==> src/rtl/ulpb_lc_tx_sequencer.sv <==
// Layer-controller transmit sequencer: buffers words in a small FIFO and plays them out over the
// node TX_REQ/TX_ACK handshake as one message. Define ULPB_TX_SEQ_TIMEOUT_EN to add a watchdog.
module ulpb_lc_tx_sequencer #(
    parameter int unsigned DEPTH          = 4,
    parameter int unsigned ADDR_W         = 8,
    parameter int unsigned DATA_W         = 32,
    parameter int unsigned TIMEOUT_CYCLES = 1024
) (
    input  logic                       CLKIN,
    input  logic                       RESETn,
    input  logic                       WR_EN,
    input  logic [DATA_W-1:0]          WR_DATA,
    output logic                       WR_FULL,
    output logic [$clog2(DEPTH):0]     FIFO_LEVEL,
    input  logic [ADDR_W-1:0]          MSG_ADDR,
    input  logic                       MSG_PRIORITY,
    input  logic                       MSG_GO,
    output logic                       MSG_BUSY,
    output logic                       MSG_DONE,
    output logic [1:0]                 MSG_STATUS,
    output logic [ADDR_W-1:0]          TX_ADDR,
    output logic [DATA_W-1:0]          TX_DATA,
    output logic                       TX_REQ,
    output logic                       TX_PEND,
    output logic                       PRIORITY,
    input  logic                       TX_ACK,
    input  logic                       TX_SUCC,
    input  logic                       TX_FAIL,
    output logic                       TX_RESP_ACK
);

    localparam int unsigned PTR_W = $clog2(DEPTH);
    localparam int unsigned LVL_W = PTR_W + 1;

    typedef enum logic [2:0] {
        StIdle,
        StReq,
        StAckLow,
        StAckFlush,
        StResp,
        StRack
    } state_e;

    state_e              state_q;
    logic [DATA_W-1:0]   mem [DEPTH];
    logic [PTR_W-1:0]    rd_ptr_q;
    logic [PTR_W-1:0]    wr_ptr_q;
    logic [LVL_W-1:0]    remaining_q;

    logic                push;
    logic                pop;
    logic                flush;
    logic                go_ok;
    logic                timeout;
    logic [LVL_W-1:0]    eff_level;
    logic [DATA_W-1:0]   head_now;

`ifdef ULPB_TX_SEQ_TIMEOUT_EN
    localparam int unsigned WD_W = (TIMEOUT_CYCLES > 2) ? $clog2(TIMEOUT_CYCLES) : 1;

    state_e              prev_state_q;
    logic [WD_W-1:0]     wd_q;
    logic [WD_W-1:0]     wd_cnt;
    logic                wd_active;

    // The count restarts on the first cycle of any newly entered state.
    always_comb begin
        wd_cnt    = (state_q != prev_state_q) ? '0 : wd_q;
        wd_active = (state_q == StReq) || (state_q == StAckLow) ||
                    (state_q == StAckFlush) || (state_q == StResp);
        timeout   = wd_active && (wd_cnt == WD_W'(TIMEOUT_CYCLES - 1));
    end

    always_ff @(posedge CLKIN or negedge RESETn) begin
        if (!RESETn) begin
            prev_state_q <= StIdle;
            wd_q         <= '0;
        end else begin
            prev_state_q <= state_q;
            wd_q         <= wd_active ? wd_cnt + WD_W'(1) : '0;
        end
    end
`else
    logic unused_timeout_cfg;
    assign unused_timeout_cfg = ^TIMEOUT_CYCLES;
    assign timeout = 1'b0;
`endif

    always_comb begin
        push      = WR_EN && !WR_FULL && (state_q == StIdle);
        eff_level = FIFO_LEVEL + LVL_W'(push);
        go_ok     = (state_q == StIdle) && MSG_GO && (eff_level != '0);
        pop       = (state_q == StReq) && TX_ACK && !TX_FAIL && !timeout;
        flush     = (((state_q == StReq) || (state_q == StAckLow)) && TX_FAIL) || timeout;
        // An empty FIFO with a same-cycle write launches with the word being written.
        head_now  = (FIFO_LEVEL != '0) ? mem[rd_ptr_q] : WR_DATA;
    end

    always_ff @(posedge CLKIN) begin
        if (push) begin
            mem[wr_ptr_q] <= WR_DATA;
        end
    end

    always_ff @(posedge CLKIN or negedge RESETn) begin
        if (!RESETn) begin
            rd_ptr_q   <= '0;
            wr_ptr_q   <= '0;
            FIFO_LEVEL <= '0;
            WR_FULL    <= 1'b0;
        end else begin
            if (push) begin
                wr_ptr_q <= wr_ptr_q + PTR_W'(1);
            end
            if (flush) begin
                rd_ptr_q   <= wr_ptr_q;
                FIFO_LEVEL <= '0;
                WR_FULL    <= 1'b0;
            end else if (push) begin
                FIFO_LEVEL <= FIFO_LEVEL + LVL_W'(1);
                WR_FULL    <= (FIFO_LEVEL == LVL_W'(DEPTH - 1));
            end else if (pop) begin
                rd_ptr_q   <= rd_ptr_q + PTR_W'(1);
                FIFO_LEVEL <= FIFO_LEVEL - LVL_W'(1);
                WR_FULL    <= 1'b0;
            end
        end
    end

    always_ff @(posedge CLKIN or negedge RESETn) begin
        if (!RESETn) begin
            state_q     <= StIdle;
            remaining_q <= '0;
            MSG_BUSY    <= 1'b0;
            MSG_DONE    <= 1'b0;
            MSG_STATUS  <= 2'b00;
            TX_ADDR     <= '0;
            TX_DATA     <= '0;
            TX_REQ      <= 1'b0;
            TX_PEND     <= 1'b0;
            PRIORITY    <= 1'b0;
            TX_RESP_ACK <= 1'b0;
        end else begin
            MSG_DONE <= 1'b0;
            if (timeout) begin
                TX_REQ      <= 1'b0;
                TX_PEND     <= 1'b0;
                remaining_q <= '0;
                MSG_STATUS  <= 2'b11;
                MSG_BUSY    <= 1'b0;
                MSG_DONE    <= 1'b1;
                state_q     <= StIdle;
            end else begin
                case (state_q)
                    StIdle: begin
                        if (go_ok) begin
                            remaining_q <= eff_level;
                            TX_ADDR     <= MSG_ADDR;
                            PRIORITY    <= MSG_PRIORITY;
                            MSG_STATUS  <= 2'b00;
                            MSG_BUSY    <= 1'b1;
                            TX_REQ      <= 1'b1;
                            TX_DATA     <= head_now;
                            TX_PEND     <= (eff_level > LVL_W'(1));
                            state_q     <= StReq;
                        end
                    end
                    StReq: begin
                        if (TX_FAIL) begin
                            TX_REQ      <= 1'b0;
                            TX_PEND     <= 1'b0;
                            remaining_q <= '0;
                            if (TX_ACK) begin
                                state_q <= StAckFlush;
                            end else begin
                                TX_RESP_ACK <= 1'b1;
                                MSG_STATUS  <= 2'b10;
                                state_q     <= StRack;
                            end
                        end else if (TX_ACK) begin
                            TX_REQ      <= 1'b0;
                            remaining_q <= remaining_q - LVL_W'(1);
                            state_q     <= StAckLow;
                        end
                    end
                    StAckLow: begin
                        if (TX_FAIL) begin
                            TX_PEND     <= 1'b0;
                            remaining_q <= '0;
                            if (TX_ACK) begin
                                state_q <= StAckFlush;
                            end else begin
                                TX_RESP_ACK <= 1'b1;
                                MSG_STATUS  <= 2'b10;
                                state_q     <= StRack;
                            end
                        end else if (!TX_ACK) begin
                            if (remaining_q != '0) begin
                                // Head pointer already advanced when this state was entered.
                                TX_REQ  <= 1'b1;
                                TX_DATA <= mem[rd_ptr_q];
                                TX_PEND <= (remaining_q > LVL_W'(1));
                                state_q <= StReq;
                            end else begin
                                state_q <= StResp;
                            end
                        end
                    end
                    StAckFlush: begin
                        if (!TX_ACK) begin
                            TX_RESP_ACK <= 1'b1;
                            MSG_STATUS  <= 2'b10;
                            state_q     <= StRack;
                        end
                    end
                    StResp: begin
                        if (TX_FAIL) begin
                            TX_RESP_ACK <= 1'b1;
                            MSG_STATUS  <= 2'b10;
                            state_q     <= StRack;
                        end else if (TX_SUCC) begin
                            TX_RESP_ACK <= 1'b1;
                            MSG_STATUS  <= 2'b01;
                            state_q     <= StRack;
                        end
                    end
                    StRack: begin
                        if (!TX_SUCC && !TX_FAIL) begin
                            TX_RESP_ACK <= 1'b0;
                            MSG_BUSY    <= 1'b0;
                            MSG_DONE    <= 1'b1;
                            state_q     <= StIdle;
                        end
                    end
                    default: begin
                        state_q <= StIdle;
                    end
                endcase
            end
        end
    end

endmodule

==> config.mk <==
export PLATFORM = sky130hd
export DESIGN_NAME = ulpb_lc_tx_sequencer
export DESIGN_NICKNAME = d
export VERILOG_FILES = /design/src/rtl/ulpb_lc_tx_sequencer.sv
export SDC_FILE = /design/constraint.sdc
export NUM_CORES = 1
export LEC_CHECK = 0
export BUFFER_PORTS_ARGS = -buffer_cell sky130_fd_sc_hd__buf_2
export CORE_UTILIZATION = 58
export DETAILED_ROUTE_END_ITERATION = 8
export PLACE_DENSITY_LB_ADDON = 0.25
export SYNTH_ARGS = -nofsm -noshare
export SYNTH_HDL_FRONTEND = slang
export SYNTH_SLANG_ARGS = --single-unit
==> constraint.sdc <==
create_clock -name CLKIN -period 3.8 [get_ports CLKIN]
set_clock_uncertainty 0.05 [all_clocks]
set_input_delay 0.57 -clock CLKIN [delete_from_list [all_inputs] [get_ports CLKIN]]
set_output_delay 0.57 -clock CLKIN [all_outputs]
set_load 0.005 [all_outputs]
## After elaboration in Yosys (flattened, before gate mapping)

Memories as Yosys holds them, arrays and structs flattened.
Index checks and enable logic that the tools add are counted.

- Add/sub/neg operators: 6
- Shift operators: 0
- Reductions and logical operators: 34
- Equality and inequality tests: 20
- Div/mod/pow operators: 0
- Multiplexer cells: 62
- Multiply operators: 0
- Bitwise gates (word level): 0
- Magnitude comparators: 2

Operator list:

| operator | count |
|---|---|
| two-way mux 32 bit | 5 |
| case mux 32 bit (2 select lines) | 1 |
| two-way mux 3 bit | 18 |
| two-way mux 1 bit | 23 |
| case mux 3 bit (6 select lines) | 1 |
| two-way mux 2 bit | 8 |
| nonzero test 3 bit | 5 |
| != test 2 bit, second input constant | 7 |
| AND reduction 4 bit | 3 |
| AND reduction 6 bit | 2 |
| AND reduction 5 bit | 2 |
| equality test 3 x 2 -> 1 bit, second input constant | 3 |
| != test 3 bit, second input constant | 3 |
| case mux 3 bit (3 select lines) | 1 |
| logical AND 1 bit | 8 |
| case mux 2 bit (4 select lines) | 1 |
| nonzero test 4 bit | 2 |
| equality test 3 bit, second input constant | 2 |
| > comparator 3 x 1 -> 1 bit, second input constant | 2 |
| != test 2 x 1 -> 1 bit, second input constant | 3 |
| case mux 1 bit (3 select lines) | 2 |
| nonzero test 2 bit | 3 |
| subtractor 3 x 1 -> 3 bit, second input constant | 2 |
| adder 2 x 1 -> 2 bit, second input constant | 2 |
| 12 further kinds | 15 |

- RAM bits: 128
- Input bits: 48
- Bits in latches: 0
- Register bits: 62
- Memories: 1
- Output and inout bits: 52
- Logic and storage cells: 140
- Memory bits (read-only): 0

Memory list:

| memory | words | width | read ports | clocked after Yosys merged registers in | wr ports | RTL line | RTL |
|---|---|---|---|---|---|---|---|
| mem | 4 | 32 | 1 | 0 | 1 | 45 | `logic [DATA_W-1:0] mem [DEPTH];` |

## Logic depth before layout (Yosys ltp)

Gate-level depths: netlist (run 1).

- Depth after elaboration: 8
- Depth in mapped cells: 11
- Gate-level depth less buffers: 9

## Least setup slack after synthesis (run 1)

Ideal clock, no wire load.

- Path type: register -> register
- Start: register state_q[2]
- End: register TX_DATA[0]
- Path buffers: 2
- Library setup time: 0.125 ns
- Period minus slack after synthesis: 2.987 ns
- Setup slack: 0.813 ns
- Cell stages (with the launch flop): 12
- Arrival: 2.812 ns
- Data required time: 3.625 ns
- Cell sequence: dfrtp_1 > clkbuf_1 > nor3_1 > nand3b_1 > inv_2 > ha_1 > ha_1 > or2_1 > o211ai_1 > o41ai_4 > buf_6 > mux2_4

- Longest elaborated chain between the ends: 7
- Elaborated cells on any way between the ends: 14
- Classes of those cells: add/sub (1); eq/ne (5); mux (1); reduce/logical (7)

Ends and longest elaborated chain:

| element | RTL line | RTL |
|---|---|---|
| start: declaration | 44 | `state_e state_q;` |
| start signal: assignment | 132 | `state_q <= StIdle;` |
| start signal: assignment | 152 | `state_q <= StIdle;` |
| start signal: assignment | 165 | `state_q <= StReq;` |
| zero test 3 bit | 90 | `push = WR_EN && !WR_FULL && (state_q == StIdle);` |
| logical AND 1 bit | 90 |  |
| net push | 50 | `logic push;` |
| adder 3 x 1 -> 3 bit | 91 | `eff_level = FIFO_LEVEL + LVL_W'(push);` |
| nonzero test 3 bit | 92 | `go_ok = (state_q == StIdle) && MSG_GO && (eff_level != '0);` |
| logical AND 1 bit | 92 |  |
| != test 2 bit (no source line) | -- |  |
| AND reduction 5 bit (no source line) | -- |  |
| end signal: assignment | 163 | `TX_DATA <= head_now;` |
| end signal: assignment | 201 | `TX_DATA <= mem[rd_ptr_q];` |
| end: declaration | 22 | `output logic [DATA_W-1:0] TX_DATA,` |

The timed path passes the listed nets, and every way through them passes these cells.
A chain may end at the register's enable or synchronous reset.

## Worst setup path after layout (run 1)

- Start: register state_q[2]
- End: register TX_DATA[22]

Same word-level chain as after synthesis.

==> impl_metrics.json, run 1 <==
{
  "status": "finished clean",
  "finalWirelength_mm": 15.4,
  "maxSlewViolCount": 0,
  "post-cts-setup-buffer-count": 0,
  "synth.net_count": 507,
  "placementRows": 43,
  "hold_violations": 0,
  "post_drt_via_cell_ratio": 5.80,
  "crit_arrival_ns": 3.68,
  "post-synth-top-count-cell": "sky130_fd_sc_hd__edfxtp_1",
  "grt_start_max_net_pins": 34,
  "io_pins": 100,
  "whs_ns": 0.0403,
  "grt_antenna_before_repair": 1,
  "numClockSinks": 190,
  "critical-path-max-stage-delay_ns": 0.41,
  "power-per-cell-area_nw_per_um2": 797,
  "synth_edf_count": 128,
  "crit_fanout": 24,
  "nNetsFinal": 618,
  "setup.worst_path.class": "flip-flop to flip-flop",
  "grtUsageTotal_pct": 22.9,
  "stdcell_count": 754,
  "first_pass_grt_wire_length_mm": 24.3,
  "max-slew-margin-rel_pct": 24.9,
  "drv_cap": 0,
  "postCtsResizedCells": 0,
  "routed-via-count": 4376,
  "worstHoldPathType": "input port to async pin",
  "layout_worst_path_cycle_share_pct": 90.1,
  "ctsRootBufferMaster": "sky130_fd_sc_hd__clkbuf_16",
  "route.antenna.remaining_nets": 0,
  "coreArea_um2": 13900,
  "critical_path.n_buffers_inverters": 2,
  "tritoncts_clock_tree": "yes",
  "syn2layout_area_growth_pct": 16.0,
  "power_leakage_nw": 3.82,
  "synth_warnings": 0,
  "crit_top_cell": "sky130_fd_sc_hd__ha_1",
  "synth_sequential_area_ratio_pct": 65.5,
  "synth_top_cell_by_area": "sky130_fd_sc_hd__edfxtp_1",
  "layout-drive-gt1-share_pct": 44.0,
  "drt_first_pass_iters": 6,
  "rsz0062_at_grt": "no",
  "synth.top_cell.area_share_pct": 46.7,
  "max_clock_freq_mhz": 292,
  "drt-initial-drc-count": 353,
  "report.final.setup_viol": 0,
  "dieArea_um2": 14700,
  "netlist_area_um2": 8240,
  "synth_area_per_cell_um2": 18.3,
  "finalWorstPathRequiredPeriod_ns": 3.42,
  "worst_path_dominant_cell_family": "simple AND/OR/NAND/NOR gates",
  "r2r_setup_slack_ns": 0.38,
  "synth_top_cells_by_area": "sky130_fd_sc_hd__edfxtp_1 47%, sky130_fd_sc_hd__dfrtp_1 19%, sky130_fd_sc_hd__mux2_4 11%",
  "yosys-top-cells-count": "128 x sky130_fd_sc_hd__edfxtp_1, 62 x sky130_fd_sc_hd__dfrtp_1, 60 x sky130_fd_sc_hd__mux2_4",
  "numCtsBuffers": 17,
  "cts-hold-fix-buffers": 0,
  "critical_path.cell_chain": "nor3_1, nand3b_1, inv_2, ha_1, ha_1, or2_1, o211ai_1, o41ai_4, buf_12, mux2_4",
  "place_hpwl_mm": 9.95,
  "async_reset_ff_share_pct": 32.6,
  "syn_inst": 449,
  "floorplan.initialDensity_pct": 59.3,
  "least_margin_pin_slew_ns": 1.12,
  "globalplace.congestion": 0.856,
  "floorplan.die.width_um": 121,
  "first_global_vias": 4487,
  "cp-end-kind": "flip-flop",
  "cp_data_required_time_ns": 4.06,
  "ys_ff_latch": 190,
  "place.port_buffers": 99,
  "source_to_sink_clock_delay_at_the_later_pin_of_the_worst_skew_pair_ns": 0.43,
  "grt_overflow": 0,
  "final.setup.tns_ns": 0,
  "h-tree-depth": 4,
  "critical_path.startpoint_type": "flip-flop",
  "synth_top_flop_cell": "sky130_fd_sc_hd__edfxtp_1",
  "place.detailed.instances": 721,
  "die_height_um": 121,
  "cts.path.max_buffers": 2,
  "drcViolationCount": 0,
  "synthDistinctLibCells": 55,
  "clk_pin_slew_worst_paths_ns": 0.07,
  "vdd_ir_drop_max_uv": 466,
  "avgRoutedWirePerCell_um": 20.5,
  "slowest_stage": "sky130_fd_sc_hd__nor3_1"
}
-- cell usage in the layout (no fill, tap or decap), drive strengths merged, types with 3 or more instances in the layout --
master | netlist | routed
o21ai | 7 | 7
o211ai | 4 | 4
a21oi | 12 | 12
dfrtp | 62 | 62
and2 | 5 | 5
ha | 9 | 9
nand2 | 10 | 10
clkinv | 0 | 4
edfxtp | 128 | 128
buf | 16 | 115
mux2 | 79 | 79
nor3 | 3 | 3
nand2b | 7 | 7
nor2 | 7 | 7
clkbuf | 7 | 19
clkinvlp | 0 | 4
or2 | 3 | 3
mux4 | 32 | 32
xor2 | 3 | 3
nand3 | 3 | 3
inv | 12 | 15
-- cell families (layout without fill, tap and decap cells) --
logic type,Yosys count,after routing,share of synthesized area (%)
XOR/XNOR,5,5,0.532
multiplexers,113,113,22.5
AND/OR/NAND/NOR,49,49,3.34
buffers and inverters,35,159,2.31
adder cells (fa/ha/maj),10,10,1.61
other,0,1,0
AO/OA/AOI/OAI,47,47,4.16
flip-flops,190,190,65.5
-- registers in the layout, summed over array words and instances (netlist names) --
name and count:
rd_ptr_q 2, TX_ADDR 8, mem 128, state_q 3
wr_ptr_q 2, FIFO_LEVEL 3, TX_REQ 1, MSG_STATUS 2
PRIORITY 1, MSG_DONE 1, TX_RESP_ACK 1, TX_PEND 1
TX_DATA 32, remaining_q 3, WR_FULL 1, MSG_BUSY 1
-- worst paths after layout --
kind | from | endpoint | cells past startpoint
max | state_q[2]$_DFFE_PN0P_ | TX_DATA[22]$_DFFE_PN0P_ | 10
min | RESETn | TX_DATA[19]$_DFFE_PN0P_ | 1
max reg2reg | state_q[2]$_DFFE_PN0P_ | TX_DATA[22]$_DFFE_PN0P_ | 10
min reg2reg | TX_ADDR[3]$_DFFE_PN0P_ | TX_ADDR[3]$_DFFE_PN0P_ | 1
max in group asynchronous | RESETn | remaining_q[0]$_DFFE_PN0P_ | 2
min in group CLKIN | MSG_PRIORITY | PRIORITY$_DFFE_PN0P_ | 2
-- per-stage QoR --
stage / cell area [um^2] / setup slack, ns / utilization [%] / total power, mW
after CTS: 9550 / 0.418 / 68.8 / 7.67
after detailed placement: 8980 / 0.432 / 64.7 / 5.95
after global placement: 8980 / 0.570 / 64.7 / 5.86
after global routing: 9550 / 0.173 / 68.8 / 8.01
after floorplan: 8240 / 0.813 / - / 5.13
final: 9550 / 0.376 / 68.8 / 7.61
-- report_power, final --
part	internal (mW)	switching, mW	total (mW)
clock	0.970	0.751	1.72
sequential	2.69	0.377	3.06
combinational	1.65	1.17	2.83
-- worst reg2reg max path: stages (launching register included) --
cell	delay, ns
sky130_fd_sc_hd__dfrtp_1	0.38
sky130_fd_sc_hd__nor3_1	0.41
sky130_fd_sc_hd__nand3b_1	0.30
sky130_fd_sc_hd__inv_2	0.19
sky130_fd_sc_hd__ha_1	0.16
sky130_fd_sc_hd__ha_1	0.25
sky130_fd_sc_hd__or2_1	0.29
sky130_fd_sc_hd__o211ai_1	0.35
sky130_fd_sc_hd__o41ai_4	0.32
sky130_fd_sc_hd__buf_12	0.29
sky130_fd_sc_hd__mux2_4	0.32
-- layout make-up --
class | instances | area (um^2)
Clock buffer | 19 | 433
Tap cell | 180 | 225
Antenna cell | 1 | 2.50
Sequential cell | 190 | 5400
Timing Repair Buffer | 115 | 653
Inverter | 12 | 45.0
Fill cell | 919 | 4330
Clock inverter | 13 | 138
Multi-Input combinational cell | 224 | 2660
-- routing by layer --
layer  track usage [%]  vias up  part of all wire [%]
li1                  -     1978                     -
met1              30.8     2246                    44
met2              36.1      135                    49
met3              5.69       17                   6.0
met4              9.03        0                   1.5
met5                 0        -                     0
Power figures use the tool's default switching activity.
==> inputs of run 2 (changes only) <==
- CORE_UTILIZATION: 58 -> 60
- CTS_BUF_LIST: not set -> sky130_fd_sc_hd__clkbuf_8
==> impl_metrics.json, run 2 (same netlist as run 1, synthesis figures left out) <==
{
  "worstHoldPathType": "input port to async pin",
  "largest_register_ff_count": 128,
  "status": "finished clean",
  "crit_fanout": 23,
  "crit_arrival_ns": 3.69,
  "power.net_switching_mw": 2.22,
  "cts-hold-fix-buffers": 0,
  "setup.worst_path.class": "flip-flop to flip-flop",
  "ctsRootBufferMaster": "sky130_fd_sc_hd__clkbuf_8",
  "whs_ns": 0.182,
  "max-slew-margin-rel_pct": 37.6,
  "critical_path.startpoint_type": "flip-flop",
  "first_global_vias": 4541,
  "grt_start_max_net_pins": 35,
  "least_margin_pin_slew_ns": 0.936,
  "place.port_buffers": 99,
  "placementRows": 42,
  "grt_antenna_before_repair": 0,
  "floorplan.initialDensity_pct": 61.9,
  "place_hpwl_mm": 9.60,
  "drv_cap": 0,
  "power_leakage_nw": 3.73,
  "numClockSinks": 190,
  "h-tree-depth": 4,
  "rsz0062_at_grt": "no",
  "fillerInstances": 867,
  "tritoncts_clock_tree": "yes",
  "postCtsResizedCells": 0,
  "drt_first_pass_iters": 4,
  "dieArea_um2": 14200,
  "drt-initial-drc-count": 277,
  "seq_power_share_pct": 43.0,
  "globalplace.congestion": 0.893,
  "route.antenna.remaining_nets": 0,
  "post-cts-setup-buffer-count": 0,
  "combPwrFrac_pct": 38.7,
  "power-per-cell-area_nw_per_um2": 771,
  "avgRoutedWirePerCell_um": 20.6,
  "hold_violations": 0,
  "numCtsBuffers": 17,
  "cp-end-kind": "flip-flop",
  "drcViolationCount": 0,
  "layout-drive-gt1-share_pct": 43.5,
  "max_flop_register": "mem",
  "vdd_ir_drop_max_uv": 433,
  "cts.path.max_buffers": 2,
  "most_common_library_cell_in_the_layout_ignoring_fill_and_taps": "sky130_fd_sc_hd__edfxtp_1",
  "io_pins": 100,
  "finalWorstPathRequiredPeriod_ns": 3.40,
  "grt_overflow": 0,
  "source_to_sink_clock_delay_at_the_later_pin_of_the_worst_skew_pair_ns": 0.46,
  "final.setup.tns_ns": 0,
  "first_pass_grt_wire_length_mm": 24.0,
  "coreArea_um2": 13300,
  "layout_worst_path_cycle_share_pct": 89.4,
  "floorplan.die.width_um": 119,
  "post_drt_via_cell_ratio": 5.77,
  "grtUsageTotal_pct": 22.9,
  "nNetsFinal": 613,
  "max_clock_freq_mhz": 294,
  "routed-via-count": 4301,
  "biggestRegsByFlops": "mem (128), TX_DATA (32), TX_ADDR (8)",
  "maxSlewViolCount": 0,
  "final_cell_mix": "128 x sky130_fd_sc_hd__edfxtp_1, 99 x sky130_fd_sc_hd__buf_2, 60 x sky130_fd_sc_hd__dfrtp_1, 60 x sky130_fd_sc_hd__mux2_4, 32 x sky130_fd_sc_hd__mux4_2",
  "clk_pin_slew_worst_paths_ns": 0.09,
  "finalWirelength_mm": 15.3,
  "power.share.clock_pct": 18.3,
  "p_int_mw": 4.95,
  "report.final.setup_viol": 0,
  "die_height_um": 119,
  "syn2layout_area_growth_pct": 12.9,
  "power_switching_share_pct": 31.0,
  "cp_data_required_time_ns": 4.09
}
[run 2: changes by cell type in the layout (fill, tap and decap cells not counted), moves of 2 or more]
cell                         previous run  this run
sky130_fd_sc_hd__clkbuf_16             17         0
sky130_fd_sc_hd__clkbuf_8               0        17
sky130_fd_sc_hd__clkinv_2               1         5
sky130_fd_sc_hd__inv_1                 10        14
sky130_fd_sc_hd__buf_4                 13        10
sky130_fd_sc_hd__clkinvlp_4             4         1
sky130_fd_sc_hd__buf_12                 3         1
sky130_fd_sc_hd__clkbuf_1               2         0
sky130_fd_sc_hd__clkinv_1               2         0
[run 2: layout make-up]
cell class / instances / area, um^2 / area share (%)
flip-flops and latches: 190 / 5400 / 58.0
multi-input cells: 224 / 2660 / 28.6
repair buffers: 110 / 591 / 6.35
clock buffers: 17 / 234 / 2.52
well taps: 176 / 220 / 2.37
clock inverters: 15 / 155 / 1.67
inverters: 12 / 45.0 / 0.484
diodes: 1 / 2.50 / 0.0269
[run 2: path summary, 6_finish.rpt]
check	startpoint	end	slack (ns)	cells past startpoint
hold reg to reg	MSG_STATUS[1]$_DFFE_PN0P_	MSG_STATUS[1]$_DFFE_PN0P_	0.45	1
hold / removal	RESETn	TX_DATA[23]$_DFFE_PN0P_	0.18	1
max in group asynchronous	RESETn	PRIORITY$_DFFE_PN0P_	2.50	3
setup reg to reg	state_q[0]$_DFFE_PN0P_	TX_DATA[26]$_DFFE_PN0P_	0.40	10
setup / recovery	state_q[0]$_DFFE_PN0P_	TX_DATA[26]$_DFFE_PN0P_	0.40	10
min in group CLKIN	MSG_ADDR[3]	TX_ADDR[3]$_DFFE_PN0P_	0.27	2
[run 2: metrics by stage]
| stage | util, % | cell area, um^2 | worst slack [ns] | total power, mW | std cells |
|---|---|---|---|---|---|
| after floorplan | - | 8240 | 0.813 | 5.13 | 449 |
| after global placement | 67.0 | 8910 | 0.607 | 5.81 | 712 |
| after detailed placement | 67.0 | 8910 | 0.487 | 5.91 | 712 |
| after CTS | 69.9 | 9300 | 0.443 | 7.23 | 744 |
| after global routing | 69.9 | 9300 | 0.205 | 7.53 | 744 |
| final | 70.0 | 9300 | 0.401 | 7.17 | 745 |
[run 2: power by group through the flow]
stage,Clock [mW],Combinational [mW],Sequential [mW]
after CTS,1.33,2.80,3.09
final,1.31,2.78,3.08
after global routing,1.40,2.98,3.15
after global placement,0,2.69,3.11
after detailed placement,0,2.78,3.13
after floorplan,0,2.19,2.94
[run 2: critical path: stages, from the launching register on]
cell                       delay (ns)
sky130_fd_sc_hd__dfrtp_1         0.52
sky130_fd_sc_hd__nor3_1          0.45
sky130_fd_sc_hd__nand3b_1        0.30
sky130_fd_sc_hd__inv_2           0.20
sky130_fd_sc_hd__ha_1            0.17
sky130_fd_sc_hd__ha_1            0.15
sky130_fd_sc_hd__xor2_1          0.43
sky130_fd_sc_hd__o211ai_1        0.25
sky130_fd_sc_hd__o41ai_4         0.13
sky130_fd_sc_hd__buf_12          0.27
sky130_fd_sc_hd__mux2_2          0.36
[run 2: routing by layer]
metal  up-vias  share of wire [%]  global-route usage (%)
li1       1962                  -                       -
met1      2211                 44                    30.2
met2       115                 50                    37.9
met3        13                5.7                    6.08
met4         0               0.95                    6.09
met5         -                  0                       0
